File: src/rtl/mux_reg_n_if.sv
// ---------------------------------------------------------------------------
// mux_reg_n_if
// Groups the request and result signals of mux_reg_n.
//   in_bus     : N*WIDTH flattened inputs, input k at [k*WIDTH +: WIDTH]
//   sel        : input index for a single-shot load
//   load       : capture in[sel] into out
//   scan_start : begin streaming inputs 0..N-1, one per cycle
//   out        : registered selected data
//   out_valid  : one-cycle pulse, out was updated this cycle
//   out_idx    : index of the input currently held in out
//   busy       : high from the first scan output through the last
//   scan_last  : pulse alongside out_valid for input N-1 of a scan
//   sel_err    : pulse when an out-of-range load was rejected
// Modports: master drives the requests, slave (the selector) drives results.
// ---------------------------------------------------------------------------
interface mux_reg_n_if #(
  parameter int WIDTH = 32,
  parameter int N     = 9,
  parameter int SELW  = 4
);
  logic [N*WIDTH-1:0] in_bus;
  logic [SELW-1:0]    sel;
  logic               load;
  logic               scan_start;
  logic [WIDTH-1:0]   out;
  logic               out_valid;
  logic [SELW-1:0]    out_idx;
  logic               busy;
  logic               scan_last;
  logic               sel_err;

  modport master (
    output in_bus, sel, load, scan_start,
    input  out, out_valid, out_idx, busy, scan_last, sel_err
  );

  modport slave (
    input  in_bus, sel, load, scan_start,
    output out, out_valid, out_idx, busy, scan_last, sel_err
  );
endinterface

File: src/rtl/mux_reg_n.sv
// ---------------------------------------------------------------------------
// mux_reg_n
// N-input, WIDTH-bit selector with a registered output. Two modes:
//   - single-shot: load captures in[sel] into out one cycle later;
//   - scan: scan_start streams in[0..N-1] into out on N consecutive cycles.
// Ports:
//   clk   : rising-edge clock
//   reset : asynchronous, active-high reset
//   bus   : mux_reg_n_if.slave (in_bus, sel, load, scan_start in;
//           out, out_valid, out_idx, busy, scan_last, sel_err out)
// Parameters: WIDTH (bits per input), N (inputs, 2..16), SELW (2**SELW >= N).
// Build option: define MUX_REG_SEL_CHECK_EN to reject loads with sel >= N
// (out held, sel_err pulsed). Without it such loads select in[N-1] and
// sel_err stays 0.
// ---------------------------------------------------------------------------
module mux_reg_n #(
  parameter int WIDTH = 32,
  parameter int N     = 9,
  parameter int SELW  = 4
) (
  input  logic         clk,
  input  logic         reset,
  mux_reg_n_if.slave   bus
);

  localparam logic [SELW-1:0] LAST = SELW'(N - 1);

  typedef enum logic {IDLE, SCAN} state_t;

  state_t            state_q, state_d;
  logic [SELW-1:0]   cnt_q, cnt_d;
  logic [WIDTH-1:0]  out_q, out_d;
  logic [SELW-1:0]   idx_q, idx_d;
  logic              valid_q, valid_d;
  logic              busy_q, busy_d;
  logic              last_q, last_d;
  logic              err_q, err_d;

  logic [SELW-1:0]   load_idx;
  logic [SELW-1:0]   mux_idx;
  logic [WIDTH-1:0]  mux_data;

  // Out-of-range selects fold onto the last input; the checked build never
  // uses this value for a rejected load, so the clamp is harmless there.
  // The mux index is chosen here so the FSM block only consumes mux_data.
  always_comb begin
    load_idx = (bus.sel > LAST) ? LAST : bus.sel;
    if (state_q == SCAN)     mux_idx = cnt_q;
    else if (bus.scan_start) mux_idx = '0;
    else                     mux_idx = load_idx;
  end

  // Compare-and-select against constant indices keeps every part-select
  // static and in range for any legal N.
  always_comb begin
    mux_data = '0;
    for (int k = 0; k < N; k++) begin
      if (mux_idx == SELW'(k)) mux_data = bus.in_bus[k*WIDTH +: WIDTH];
    end
  end

  always_comb begin
    // NOTE: every signal written here gets a default first, so no path can
    // leave it unassigned and infer a latch.
    state_d = state_q;
    cnt_d   = cnt_q;
    out_d   = out_q;
    idx_d   = idx_q;
    valid_d = 1'b0;
    busy_d  = 1'b0;
    last_d  = 1'b0;
    err_d   = 1'b0;

    unique case (state_q)
      IDLE: begin
        // busy_q still high here means the last scan output is on the bus;
        // that cycle is the mandatory bubble and all requests are ignored.
        if (!busy_q) begin
          if (bus.scan_start) begin
            state_d = SCAN;
            cnt_d   = SELW'(1);
            out_d   = mux_data;
            idx_d   = '0;
            valid_d = 1'b1;
            busy_d  = 1'b1;
          end else if (bus.load) begin
`ifdef MUX_REG_SEL_CHECK_EN
            if (bus.sel > LAST) begin
              err_d = 1'b1;
            end else begin
              out_d   = mux_data;
              idx_d   = load_idx;
              valid_d = 1'b1;
            end
`else
            out_d   = mux_data;
            idx_d   = load_idx;
            valid_d = 1'b1;
`endif
          end
        end
      end

      SCAN: begin
        out_d   = mux_data;
        idx_d   = cnt_q;
        valid_d = 1'b1;
        busy_d  = 1'b1;
        if (cnt_q == LAST) begin
          last_d  = 1'b1;
          cnt_d   = '0;
          state_d = IDLE;
        end else begin
          cnt_d = cnt_q + 1'b1;
        end
      end

      default: state_d = IDLE;
    endcase
  end

  // NOTE: sequential state uses non-blocking assignments so every register
  // samples the pre-edge values regardless of statement order.
  always_ff @(posedge clk or posedge reset) begin
    if (reset) begin
      state_q <= IDLE;
      cnt_q   <= '0;
      out_q   <= '0;
      idx_q   <= '0;
      valid_q <= 1'b0;
      busy_q  <= 1'b0;
      last_q  <= 1'b0;
      err_q   <= 1'b0;
    end else begin
      state_q <= state_d;
      cnt_q   <= cnt_d;
      out_q   <= out_d;
      idx_q   <= idx_d;
      valid_q <= valid_d;
      busy_q  <= busy_d;
      last_q  <= last_d;
      err_q   <= err_d;
    end
  end

  assign bus.out       = out_q;
  assign bus.out_idx   = idx_q;
  assign bus.out_valid = valid_q;
  assign bus.busy      = busy_q;
  assign bus.scan_last = last_q;
  assign bus.sel_err   = err_q;

endmodule

File: src/flat_wrapper.sv
// flat-port wrapper written by rule: the top's interface ports become plain ports
module mux_reg_n_flat 
#(
  parameter int WIDTH = 32,
  parameter int N     = 9,
  parameter int SELW  = 4
)
  (clk, reset, bus_in_bus, bus_sel, bus_load, bus_scan_start, bus_out, bus_out_valid, bus_out_idx, bus_busy, bus_scan_last, bus_sel_err);
  mux_reg_n_if #(.WIDTH(WIDTH), .N(N), .SELW(SELW)) bus_i ();
  input  logic clk;
  input  logic reset;
  input wire logic [$bits(bus_i.in_bus)-1:0] bus_in_bus;
  input wire logic [$bits(bus_i.sel)-1:0] bus_sel;
  input wire logic [$bits(bus_i.load)-1:0] bus_load;
  input wire logic [$bits(bus_i.scan_start)-1:0] bus_scan_start;
  output wire logic [$bits(bus_i.out)-1:0] bus_out;
  output wire logic [$bits(bus_i.out_valid)-1:0] bus_out_valid;
  output wire logic [$bits(bus_i.out_idx)-1:0] bus_out_idx;
  output wire logic [$bits(bus_i.busy)-1:0] bus_busy;
  output wire logic [$bits(bus_i.scan_last)-1:0] bus_scan_last;
  output wire logic [$bits(bus_i.sel_err)-1:0] bus_sel_err;
  assign bus_i.in_bus = bus_in_bus;
  assign bus_i.sel = bus_sel;
  assign bus_i.load = bus_load;
  assign bus_i.scan_start = bus_scan_start;
  assign bus_out = bus_i.out;
  assign bus_out_valid = bus_i.out_valid;
  assign bus_out_idx = bus_i.out_idx;
  assign bus_busy = bus_i.busy;
  assign bus_scan_last = bus_i.scan_last;
  assign bus_sel_err = bus_i.sel_err;
  mux_reg_n #(.WIDTH(WIDTH), .N(N), .SELW(SELW)) u_core (.clk(clk), .reset(reset), .bus(bus_i));
endmodule
File: config.mk
export PLATFORM = sky130hd
export DESIGN_NAME = mux_reg_n_flat
export DESIGN_NICKNAME = d
export VERILOG_FILES = /design/src/rtl/mux_reg_n_if.sv /design/src/rtl/mux_reg_n.sv /design/src/flat_wrapper.sv
export SDC_FILE = /design/constraint.sdc
export NUM_CORES = 1
export LEC_CHECK = 0
export CORE_AREA = 4 4 127 129
export DETAILED_ROUTE_END_ITERATION = 16
export DIE_AREA = 0 0 131 133
export HOLD_SLACK_MARGIN = 0.15
export PLACE_DENSITY = 0.71
export SYNTH_ARGS = -nofsm -noshare
export SYNTH_HDL_FRONTEND = slang
export SYNTH_SLANG_ARGS = --single-unit
File: constraint.sdc
create_clock -name clk -period 5.4 [get_ports clk]
set_input_delay 1.62 -clock clk [delete_from_list [all_inputs] [get_ports clk]]
set_output_delay 1.62 -clock clk [all_outputs]
set_load 0.05 [all_outputs]
# == Word-level counts from Yosys, hierarchy flattened ==
# Index checks and enable logic that the tools add are counted.
# W data, S select, Z words.
# classes
add_sub_neg,1
magnitude_cmp,1
n_eq_ne,12
n_mux,35
n_bitwise,1
reduce_logical,3
# ops
operator,n
$mux W32,12
$pmux W32 S2,1
$mux W4,9
$eq A4 B3 Y1 const B,4
$pmux W4 S2,2
$eq A4 B2 Y1 const B,2
$eq A4 B4 Y1 const B,2
$mux W1,8
$pmux W1 S2,3
$add A4 B1 Y4 const B,1
$eq A4 B1 Y1 const B,1
$gt A4 B4 Y1 const B,1
$logic_not A4 Y1,1
$ne A2 B2 Y1 const B,2
$reduce_and A2 Y1,2
$ne A3 B3 Y1 const B,1
$not A1 Y1,1
# totals
ff_bits,44
inputBits,296
output_inout_bits,40
word_cells,60

# == Longest topological paths before layout ==
# Gate-level depths: netlist of the first run.
# logic_depth
depth_word,18
mapped_depth,11
depth_no_buf,6

# == Worst setup path before layout of the first run ==
# No wires, ideal clock.
# synth_timing
path_kind,input port to flip-flop
startpoint,input port bus_sel[3]
endpoint,"register u_core.out_q[0], in the netlist u_core.bus.out[0]"
setup_time_ns,0.124
t_arrival_ns,3.217
t_required_ns,5.276
slack_ns,2.059
path_stages,9
n_path_buf,4
cell_sequence,or4b_1 -> buf_2 -> and2_4 -> buf_6 -> a31o_1 -> buf_6 -> buf_6 -> a211oi_2 -> a21oi_1
# synth_between
elab_chain_cells,18
elab_cells_between_ends,26
classes_between,order compare (1); eq/ne (8); mux (16); reduce/logical (1)
# synth_lines
item,line,text
from (decl),flat_wrapper.sv:13,input wire logic [$bits(bus_i.sel)-1:0] bus_sel;
$gt A4 B4 Y1,mux_reg_n.sv:47,load_idx = (bus.sel > LAST) ? LAST : bus.sel;
$mux W4 (*),mux_reg_n.sv:47,
$mux W4 (*),mux_reg_n.sv:49,else if (bus.scan_start) mux_idx = '0;
$mux W4 (*),mux_reg_n.sv:48,if (state_q == SCAN) mux_idx = cnt_q;
$logic_not A4 Y1,mux_reg_n.sv:58,if (mux_idx == SELW'(k)) mux_data = bus.in_bus[k*WIDTH +: WIDTH];
$mux W32 (8 in a row),mux_reg_n.sv:58,
$mux W32 (*),mux_reg_n.sv:58,
$mux W32,mux_reg_n.sv:86,end else if (bus.load) begin
$mux W32,mux_reg_n.sv:79,if (bus.scan_start) begin
$mux W32,mux_reg_n.sv:78,if (!busy_q) begin
$pmux W32 S2 (*),mux_reg_n.sv:74,unique case (state_q)
to (signal assigned),mux_reg_n.sv:137,out_q <= out_d;
to (decl),mux_reg_n.sv:32,"logic [WIDTH-1:0] out_q, out_d;"
# Every way passes the cells marked *; elsewhere a longest branch is shown, timed or not. The select of a mux whose other input is x is not followed.
# A chain may end at the register's enable or synchronous reset.

# == Final worst setup path of the first run ==
# layout_timing
startpoint,input port bus_scan_start
endpoint,"register u_core.out_q[25], in the netlist u_core.bus.out[25]"
# layout_between
elab_chain_cells,16
elab_cells_between_ends,26
classes_between,eq/ne (9); mux (15); reduce/logical (2)
# layout_lines
item,line,text
from (decl),flat_wrapper.sv:15,input wire logic [$bits(bus_i.scan_start)-1:0] bus_scan_start;
$mux W4,mux_reg_n.sv:49,
$mux W4,mux_reg_n.sv:48,
$logic_not A4 Y1,mux_reg_n.sv:58,
$mux W32 (9 in a row),mux_reg_n.sv:58,
$mux W32,mux_reg_n.sv:86,
$mux W32,mux_reg_n.sv:79,
$mux W32,mux_reg_n.sv:78,
$pmux W32 S2,mux_reg_n.sv:74,
# Several ways; a longest one is shown, not always the timed one. The select of a mux whose other input is x is not followed.

==> impl_metrics.csv, run 1 <==
group,metric,value,unit
final_layout,drive_above_1_share,0.0523,
setup_path,crit-reg2reg-capture,"u_core.bus.out[25]",
synth,synthMuxAreaShare,0.0537,
drt,avgViaCountPerCell,5.50,
timing,final.setup.tns,0,ns
setup_path,endpoint_kind,"flip-flop",
drt,wl_per_cell,22.0,µm
final_layout,fillers,1464,
synth,yosysWarnings,0,
hold_path,min_to,"u_core.bus.out[23]",
pwr,power-per-cell-area,553,nW/µm²
place,io_buffer_count,334,
timing,whs,0.499,ns
setup_path,worstPathMaxFanout,41,
global_route,grt_pass1_wl,34.0,mm
pwr,switchingPower,2.39,mW
drt,first_iter_violations,507,
cts,cts_buffers,5,
pwr,pwr-share-clk,0.085,
synth,synth_top_family_by_area,"compound AO/OA/AOI/OAI gates",
cts,h-tree-depth,2,
cts,cts_tree,"done",
synth,synth.area.top_cells,"dfrtp_1 (26%), nand2_1 (8.4%), o21ai_0 (8.0%), a21oi_1 (7.8%), mux2i_1 (5.1%)",
place,gp_congestion,0.946,
drt,wl,23.5,mm
die,start_util,0.287,
synth,synth_xor_area_frac,0,
die,core-area,15000,µm²
pwr,p_leak,2.97,nW
drt,antenna_left,0,
synth,syn_area_per_cell,7.46,µm²
global_route,grt_pass1_vias,5995,
synth,synth_top_area_frac,0.255,
status,outcome,"completed",
final_layout,final_cells,1068,
hold_path,min_from,"u_core.bus.out[23]",
timing,fmax,0.236,GHz
place,hpwl,18.1,mm
job,maxCapViolations,0,
cts,ctsRootBufferMaster,"clkbuf_16",
hold_path,hold_class,"flip-flop to flip-flop",
synth,seq_area_frac_synth,0.255,
synth,netlist_instances,578,
timing,report.final.slew_viol_count,0,
pwr,swShare,0.549,
setup_path,crit_required,5.57,ns
timing,final.min_clock_period,4.24,ns
timing,timing.final.crit_share,0.786,
pwr,p_int,1.97,mW
die,die_w,131,µm
timing,relSlewSlack,0.292,
timing,setup_viol,0,
die,rows,45,
cts,clkLatencyLatePin,0.29,ns
setup_path,cp_slowest_stage_delay,0.66,ns
setup_path,r2r_start,"u_core.state_q",
drt,drc_errors,0,
pwr,p_comb_frac,0.770,
synth,ys_ff_latch,44,
timing,fin_worst_skew,0.0105,ns
synth,synthSimpleGateAreaFrac,0.214,
die,top_level_ports,336,
synth,synthesis.area,4310,µm²
cts,max-clock-path-buffers,2,
synth,synth-compound-area-share,0.397,
cts,clock_sinks,44,
setup_path,r2r_cells,6,
timing,final.setup.worst_slack,1.16,ns
die,die_area,17400,µm²
final_layout,final_common_cell,"clkdlybuf4s50_1",
timing,worstMarginPinSlew,1.06,ns
pwr,seq_power_share,0.145,
hold_path,whs_path_depth,2,
setup_path,reg2reg_slack,2.45,ns
setup_path,path_class,"input pin to flip-flop",
synth,syn-num-nets,876,
setup_path,slowest_stage,"or4b_1",
synth,synth.distinct_cells,54,
final_layout,layout_common_cells,"clkdlybuf4s50_1 (334), nand2_1 (96), o21ai_0 (69)",
setup_path,crit_path_start_kind,"input pin",
global_route,grt_overflow,0,
global_route,grt_start_max_net_pins,51,
final_layout,final_nets,1176,
synth,async_flop_share,1.00,
final_layout,area_growth,82.6,%
pwr,vdd_drop_max,0.000293,V
cts,post_cts_resized,0,
global_route,track_usage,0.252,
cts,clkSlewWorstSetupHoldPaths,0.08,ns
drt,vias,5871,
synth,synth_fa_ha_area_frac,0.00580,
die,die_height,133,µm
drt,dr.pass1.iters,5,
cts,cts_setup_buffers,0,
synth,yosysTopAreaCell,"dfrtp_1",
cts,postCtsHoldBufs,0,
synth,synthFlopType,"dfrtp_1",
timing,hold_viol,0,
setup_path,crit_chain,"clkdlybuf4s50_1 -> or4b_1 -> nand2_4 -> nand2_1 -> or3_1 -> nand3_1 -> a31oi_1",
global_route,antenna_found_initial,1,
setup_path,critPathArrivalTime,4.41,ns
timing,rsz0062_at_grt,"no",
synth,synth-edff-count,0,
place,placed_cells,1059,
place,dp_slack,0.838,ns
-- synthesized netlist by cell type (4+ instances only) --
cell type,instances
a221oi_1,15
o2bb2ai_1,13
nand3_1,7
a31oi_1,5
buf_4,8
dfrtp_1,44
o221ai_1,5
a32oi_1,5
a222oi_1,15
buf_6,4
nand2_1,96
buf_2,25
a211oi_1,6
o21ai_0,69
nor2_1,44
nor3_1,9
inv_1,6
clkbuf_1,16
mux2i_1,22
o22ai_1,12
a22o_1,23
or3_1,17
a21oi_1,67
a211oi_2,7
nor2b_1,4
-- worst max-delay path: cells and delay by family --
kind	cells	cell delay, ns
simple gates	5	2.16
buf+inv	1	0.54
compound gates	1	0.09
-- sequential cells by signal (all words and copies together) (netlist names) --
signal	cells
u_core.bus.out	32
u_core.bus.out_idx	4
u_core.cnt_q	4
u_core.bus.busy	1
u_core.bus.out_valid	1
u_core.bus.scan_last	1
u_core.state_q	1
-- worst max-delay path by stage --
stage,start,end,slack (ns)
after global routing,bus_scan_start,u_core.bus.out[25],0.92
after detailed placement,bus_scan_start,u_core.bus.out[25],0.84
after floorplan,bus_sel[3],u_core.bus.out[0],2.06
after global placement,bus_scan_start,u_core.bus.out[25],0.90
after CTS,bus_scan_start,u_core.bus.out[25],1.16
final,bus_scan_start,u_core.bus.out[25],1.16
-- metal layers --
metal | GRT usage | part of all wire | up-vias | routed length, µm
met5 | 0 | 0 | - | 0
met4 | 0.0737 | 0.027 | 0 | 629
met3 | 0.0606 | 0.092 | 44 | 2160
met2 | 0.442 | 0.49 | 315 | 11600
met1 | 0.302 | 0.39 | 2728 | 9080
li1 | - | - | 2784 | -
-- layout make-up --
| class | instances | area [µm²] | area share |
|---|---|---|---|
| timing repair buffer | 347 | 3440 | 0.437 |
| multi-input combinational | 474 | 2900 | 0.369 |
| sequential | 44 | 1100 | 0.140 |
| tap | 188 | 235 | 0.0299 |
| clock buffer | 5 | 125 | 0.0159 |
| clock inverter | 3 | 46.3 | 0.00588 |
| inverter | 6 | 22.5 | 0.00286 |
| antenna | 1 | 2.50 | 0.000318 |
-- metrics by stage --
step           total power [mW]  cell area [µm²]   util
2_1_floorplan              2.89             4310      -
3_3_place_gp               3.94             7700  0.512
3_5_place_dp               3.97             7700  0.512
4_1_cts                    4.35             7870  0.524
5_1_grt                    4.64             7880  0.524
6_report                   4.36             7880  0.524
-- power groups by stage --
stage | combinational, mW | clock, mW | sequential, mW
2_1_floorplan | 1.80 | 0 | 1.10
3_3_place_gp | 3.31 | 0 | 0.630
3_5_place_dp | 3.34 | 0 | 0.633
4_1_cts | 3.35 | 0.378 | 0.629
5_1_grt | 3.60 | 0.392 | 0.651
6_report | 3.36 | 0.371 | 0.631
-- cell families after synthesis --
group / count (synthesis)
muxes: 23
buffers and inverters: 60
and+or+nand+nor: 195
adders and majority gates: 2
other: 1
DFF: 44
AOI/OAI and AO/OA: 253
Power figures use the tool's default switching activity.
==> inputs of run 2 (changes only) <==
- CORE_AREA: 4 4 127 129 -> 4 4 129 131
- DIE_AREA: 0 0 131 133 -> 0 0 133 135
- PLACE_DENSITY: 0.71 -> 0.69
- clock period: 5.4 -> 3.95 ns (I/O delays scaled with it)
==> run 2 against run 1 <==
Net effect:
- critical path depth is 2 higher
- global-route usage is 0.21 points lower
- via count is 2.9% higher
- non-clock buffer count is 18 higher
- die area is 3.1% higher
- combinational power is 44% higher
- critical endpoint is now u_core.bus.out[8]
- utilization is 0.51 points lower
- critical path type unchanged
- flip-flop and latch count stayed put
- worst hold slack better by 0.0030 ns
- clock skew hardly changed
- sequential share of layout area is 0.37 points lower
- sequential power is 36% higher
==> impl_metrics.csv, run 2 (same netlist as run 1, synthesis figures left out) <==
group,metric,value,unit
final_layout,final_nets,1194,
cts,cts_buffers,5,
drt,first_iter_violations,619,
global_route,track_usage,0.250,
final_layout,layout_common_cells,"clkdlybuf4s50_1 (334), nand2_1 (96), o21ai_0 (69)",
timing,timing.final.crit_share,0.930,
die,die_area,18000,µm²
place,dp_slack,-0.0565,ns
status,outcome,"completed",
timing,worstMarginPinSlew,1.06,ns
timing,relSlewSlack,0.291,
die,rows,46,
cts,postCtsHoldBufs,0,
drt,wl,24.0,mm
place,gp_congestion,0.975,
final_layout,utilization,0.519,
cts,post_cts_resized,0,
cts,max-clock-path-buffers,2,
setup_path,endpoint_kind,"flip-flop",
timing,rsz0062_at_grt,"no",
die,core-area,15600,µm²
place,place_area,7940,µm²
setup_path,path_class,"input pin to flip-flop",
global_route,grt_pass1_vias,6019,
setup_path,crit_path_start_kind,"input pin",
final_layout,largest_register_ffs,32,
timing,final.min_clock_period,3.67,ns
pwr,p_leak,3.07,nW
final_layout,fillers,1515,
timing,hold_viol,0,
timing,setup_viol,0,
cts,clock_sinks,44,
timing,report.final.slew_viol_count,0,
cts,clkLatencyLatePin,0.30,ns
timing,fin_worst_skew,0.0106,ns
drt,antenna_left,0,
die,die_w,133,µm
global_route,grt_pass1_wl,35.0,mm
die,die_height,135,µm
final_layout,multi_input_area,2900,µm²
drt,avgViaCountPerCell,5.43,
timing,final.setup.worst_slack,0.277,ns
drt,drc_errors,0,
pwr,vdd_drop_max,0.000346,V
final_layout,drive_above_1_share,0.0693,
cts,cts_setup_buffers,0,
global_route,grt_overflow,0,
hold_path,hold_class,"flip-flop to flip-flop",
drt,dr.pass1.iters,9,
place,placed_cells,1105,
global_route,antenna_found_initial,1,
setup_path,critPathArrivalTime,3.84,ns
drt,wl_per_cell,21.6,µm
final_layout,final_common_cell,"clkdlybuf4s50_1",
final_layout,register_area,1100,µm²
cts,ctsRootBufferMaster,"clkbuf_16",
timing,fmax,0.272,GHz
cts,clkSlewWorstSetupHoldPaths,0.06,ns
place,hpwl,18.8,mm
setup_path,crit_required,4.12,ns
global_route,grt_start_max_net_pins,45,
drt,vias,6041,
die,start_util,0.277,
timing,whs,0.502,ns
final_layout,area_growth,87.6,%
pwr,power-per-cell-area,763,nW/µm²
cts,h-tree-depth,2,
final_layout,design_area,8090,µm²
job,maxCapViolations,0,
cts,cts_tree,"done",
place,io_buffer_count,334,
setup_path,worstPathMaxFanout,16,
die,top_level_ports,336,
final_layout,final_cells,1112,
-- run 2: cell count changes in the layout (fill, tap and decap cells not counted) --
cell        change
buf_4          +13
buf_12          +5
clkinvlp_4      -1
inv_6           -1
-- run 2: stage by stage --
| stage | power [mW] | TNS [ns] |
|---|---|---|
| after floorplan | 3.96 | 0 |
| after global placement | 5.64 | 0 |
| after detailed placement | 5.69 | -0.0565 |
| after CTS | 6.19 | 0 |
| after global routing | 6.57 | 0 |
| final | 6.17 | 0 |
-- run 2: routing by layer --
layer,up-vias,track usage,wire length [µm]
li1,2818,-,-
met1,2881,0.317,9900
met5,-,0,0
met2,311,0.431,11900
met3,31,0.0563,1890
met4,0,0.0658,395
-- run 2: worst paths after layout --
check / from / end / slack (ns) / cells past startpoint
max: bus_scan_start / u_core.bus.out[8] / 0.28 / 9
min: u_core.bus.out[23] / u_core.bus.out[23] / 0.50 / 2
max reg2reg: u_core.state_q / u_core.bus.out[8] / 1.16 / 8
min reg2reg: u_core.bus.out[23] / u_core.bus.out[23] / 0.50 / 2
max in group asynchronous: reset / u_core.bus.out[25] / 1.82 / 2
min in group asynchronous: reset / u_core.bus.out[30] / 1.49 / 2
-- run 2: cell type report --
| cell class | count | share of cell area |
|---|---|---|
| Multi-Input combinational cell | 474 | 0.359 |
| Tap cell | 216 | 0.0334 |
| Clock inverter | 1 | 0.00371 |
| Inverter | 6 | 0.00278 |
| Antenna cell | 1 | 0.000309 |
| Sequential cell | 44 | 0.136 |
| Clock buffer | 5 | 0.0155 |
| Timing Repair Buffer | 365 | 0.450 |
-- run 2: where the power goes --
part / leakage, nW / internal [mW] / total [mW] / switching [mW]
Clock: 0.0758 / 0.292 / 0.475 / 0.184
Sequential: 0.527 / 0.700 / 0.861 / 0.161
Combinational: 2.47 / 1.87 / 4.84 / 2.97
-- run 2: worst max-delay path, cell delays in order --
cell             delay (ns)
clkdlybuf4s50_1        0.55
or4b_1                 0.68
nand2_4                0.28
buf_12                 0.21
buf_12                 0.16
mux2i_1                0.20
o22ai_1                0.10
o21ai_0                0.34
a21oi_1                0.13
==> inputs of run 3 (changes only) <==
- CORE_AREA: 4 4 129 131 -> 4 4 127 129
- DIE_AREA: 0 0 133 135 -> 0 0 131 133
- PLACE_DENSITY: 0.69 -> 0.74
- clock period: 3.95 -> 3.05 ns (I/O delays scaled with it)
==> run 3 against run 2 <==
Net effect:
- count of clock-buffer cells in the layout grew 1
- largest power group unchanged
- sequential share of layout area shrank 0.89 points
- first-iteration DRC count shrank 17%
- register-to-register slack lost 0.55 ns
==> impl_metrics.csv, run 3 (same netlist as run 1, synthesis figures left out) <==
group,metric,value,unit
setup_path,cp_slowest_stage_delay,0.50,ns
drt,dr.pass1.iters,5,
place,placed_cells,1116,
pwr,p_leak,3.39,nW
global_route,antenna_found_initial,1,
drt,wl,24.7,mm
cts,cts_tree,"done",
die,top_level_ports,336,
die,die_area,17400,µm²
setup_path,critPathArrivalTime,3.00,ns
die,core-area,15000,µm²
place,io_buffer_count,334,
setup_path,crit_required,3.22,ns
cts,clkLatencyLatePin,0.30,ns
pwr,seq_power_share,0.127,
cts,ctsRootBufferMaster,"clkbuf_16",
status,outcome,"completed",
die,start_util,0.287,
final_layout,area_growth,101,%
job,maxCapViolations,0,
place,hpwl,19.5,mm
drt,first_iter_violations,511,
setup_path,crit_path_start_kind,"input pin",
die,die_w,131,µm
setup_path,worstPathMaxFanout,19,
cts,clock_sinks,44,
setup_path,slowest_stage,"or4b_4",
timing,setup_viol,0,
hold_path,hold_class,"flip-flop to flip-flop",
timing,timing.final.crit_share,0.930,
global_route,track_usage,0.265,
cts,clkSlewWorstSetupHoldPaths,0.07,ns
timing,rsz0062_at_grt,"no",
setup_path,crit_chain,"clkdlybuf4s50_1 -> or4b_4 -> nand2_4 -> buf_4 -> mux2i_1 -> o21ai_0 -> a311oi_1 -> o22ai_1",
pwr,pwr-share-clk,0.073,
place,dp_slack,-0.512,ns
timing,hold_viol,0,
timing,relSlewSlack,0.614,
timing,whs,0.497,ns
setup_path,path_class,"input pin to flip-flop",
die,rows,45,
final_layout,drive_above_1_share,0.129,
pwr,switchingPower,4.48,mW
die,die_height,133,µm
place,gp_congestion,0.947,
pwr,power-per-cell-area,1020,nW/µm²
final_layout,fillers,1418,
pwr,swShare,0.509,
final_layout,design_area,8660,µm²
global_route,grt_start_max_net_pins,29,
drt,wl_per_cell,21.9,µm
pwr,p_comb_frac,0.801,
drt,antenna_left,0,
setup_path,endpoint_kind,"flip-flop",
timing,final.min_clock_period,2.84,ns
cts,cts_buffers,5,
cts,h-tree-depth,2,
drt,avgViaCountPerCell,5.49,
final_layout,final_nets,1238,
final_layout,largest_register_ffs,32,
drt,vias,6193,
drt,drc_errors,0,
final_layout,utilization,0.576,
timing,worstMarginPinSlew,0.578,ns
final_layout,final_common_cell,"clkdlybuf4s50_1",
pwr,vdd_drop_max,0.000561,V
timing,final.setup.worst_slack,0.213,ns
global_route,grt_pass1_wl,35.0,mm
timing,fmax,0.352,GHz
timing,report.final.slew_viol_count,0,
cts,max-clock-path-buffers,2,
global_route,grt_overflow,0,
final_layout,layout_common_cells,"clkdlybuf4s50_1 (332), nand2_1 (94), o21ai_0 (69)",
final_layout,num_antenna_cells,0,
place,place_area,8340,µm²
pwr,p_int,4.32,mW
timing,fin_worst_skew,0.00719,ns
global_route,grt_pass1_vias,6258,
final_layout,final_cells,1129,
## run 3: changes by cell type in the layout (fill, tap and decap cells not counted), sizes merged
| cell | previous run | this run |
|---|---|---|
| buf | 31 | 73 |
| clkbuf | 5 | 7 |
| clkdlybuf4s50 | 334 | 332 |
| dlymetal6s2s | 0 | 2 |
| clkinv | 0 | 1 |
| diode | 1 | 0 |
| nor3 | 11 | 12 |
## run 3: final cells by class
type	count	area (µm²)	share of cell area
Timing Repair Buffer	408	4150	0.479
Multi-Input combinational cell	475	2990	0.345
Sequential cell	44	1100	0.127
Tap cell	188	235	0.0272
Clock buffer	6	129	0.0149
Clock inverter	2	35.0	0.00404
Inverter	6	22.5	0.00260
## run 3: critical path, delay by kind of cell
| family | cells | cell delay (ns) |
|---|---|---|
| buffers and inverters | 2 | 0.71 |
| AND/OR/NAND/NOR | 2 | 0.65 |
| AO/OA/AOI/OAI | 3 | 0.51 |
| multiplexers | 1 | 0.20 |
## run 3: what timing repair did
action | CTS | global route
hold buffers | 0 | 0
cloned | 1 | 1
endpoints found under the hold margin | 0 | 0
endpoints found under the setup margin | 15 | 32
buffers inserted | 0 | 3
gates resized for setup | 7 | 18
pin swaps | 1 | 12
## run 3: routing by layer
metal,GRT usage,up-vias,part of all wire
met1,0.313,2881,0.38
met4,0.0749,2,0.024
li1,-,2915,-
met2,0.464,347,0.50
met5,0,-,0.00032
met3,0.0706,48,0.092
## run 3: path summary, 6_finish.rpt
| check | start | endpoint | slack (ns) | depth (start not counted) |
|---|---|---|---|---|
| setup / recovery | bus_sel[0] | u_core.bus.out[1] | 0.21 | 8 |
| hold / removal | u_core.bus.out[29] | u_core.bus.out[29] | 0.50 | 2 |
| setup reg to reg | u_core.state_q | u_core.bus.out[1] | 0.61 | 7 |
| hold reg to reg | u_core.bus.out[29] | u_core.bus.out[29] | 0.50 | 2 |
| max in group asynchronous | reset | u_core.bus.out[5] | 1.57 | 3 |
| min in group asynchronous | reset | u_core.bus.out[31] | 0.95 | 2 |
## run 3: metrics by stage
stage / total power, mW / TNS, ns
after floorplan: 5.13 / 0
after global placement: 7.84 / -9.28
after detailed placement: 7.89 / -10.38
after CTS: 8.61 / -0.0476
after global routing: 9.37 / 0
final: 8.80 / 0
## run 3: power by group through the flow
stage	registers [mW]	clock network, mW	logic (mW)
5_1_grt	1.15	0.674	7.54
6_report	1.11	0.640	7.05
2_1_floorplan	1.95	0	3.18
4_1_cts	1.11	0.657	6.84
3_5_place_dp	1.11	0	6.78
3_3_place_gp	1.11	0	6.73
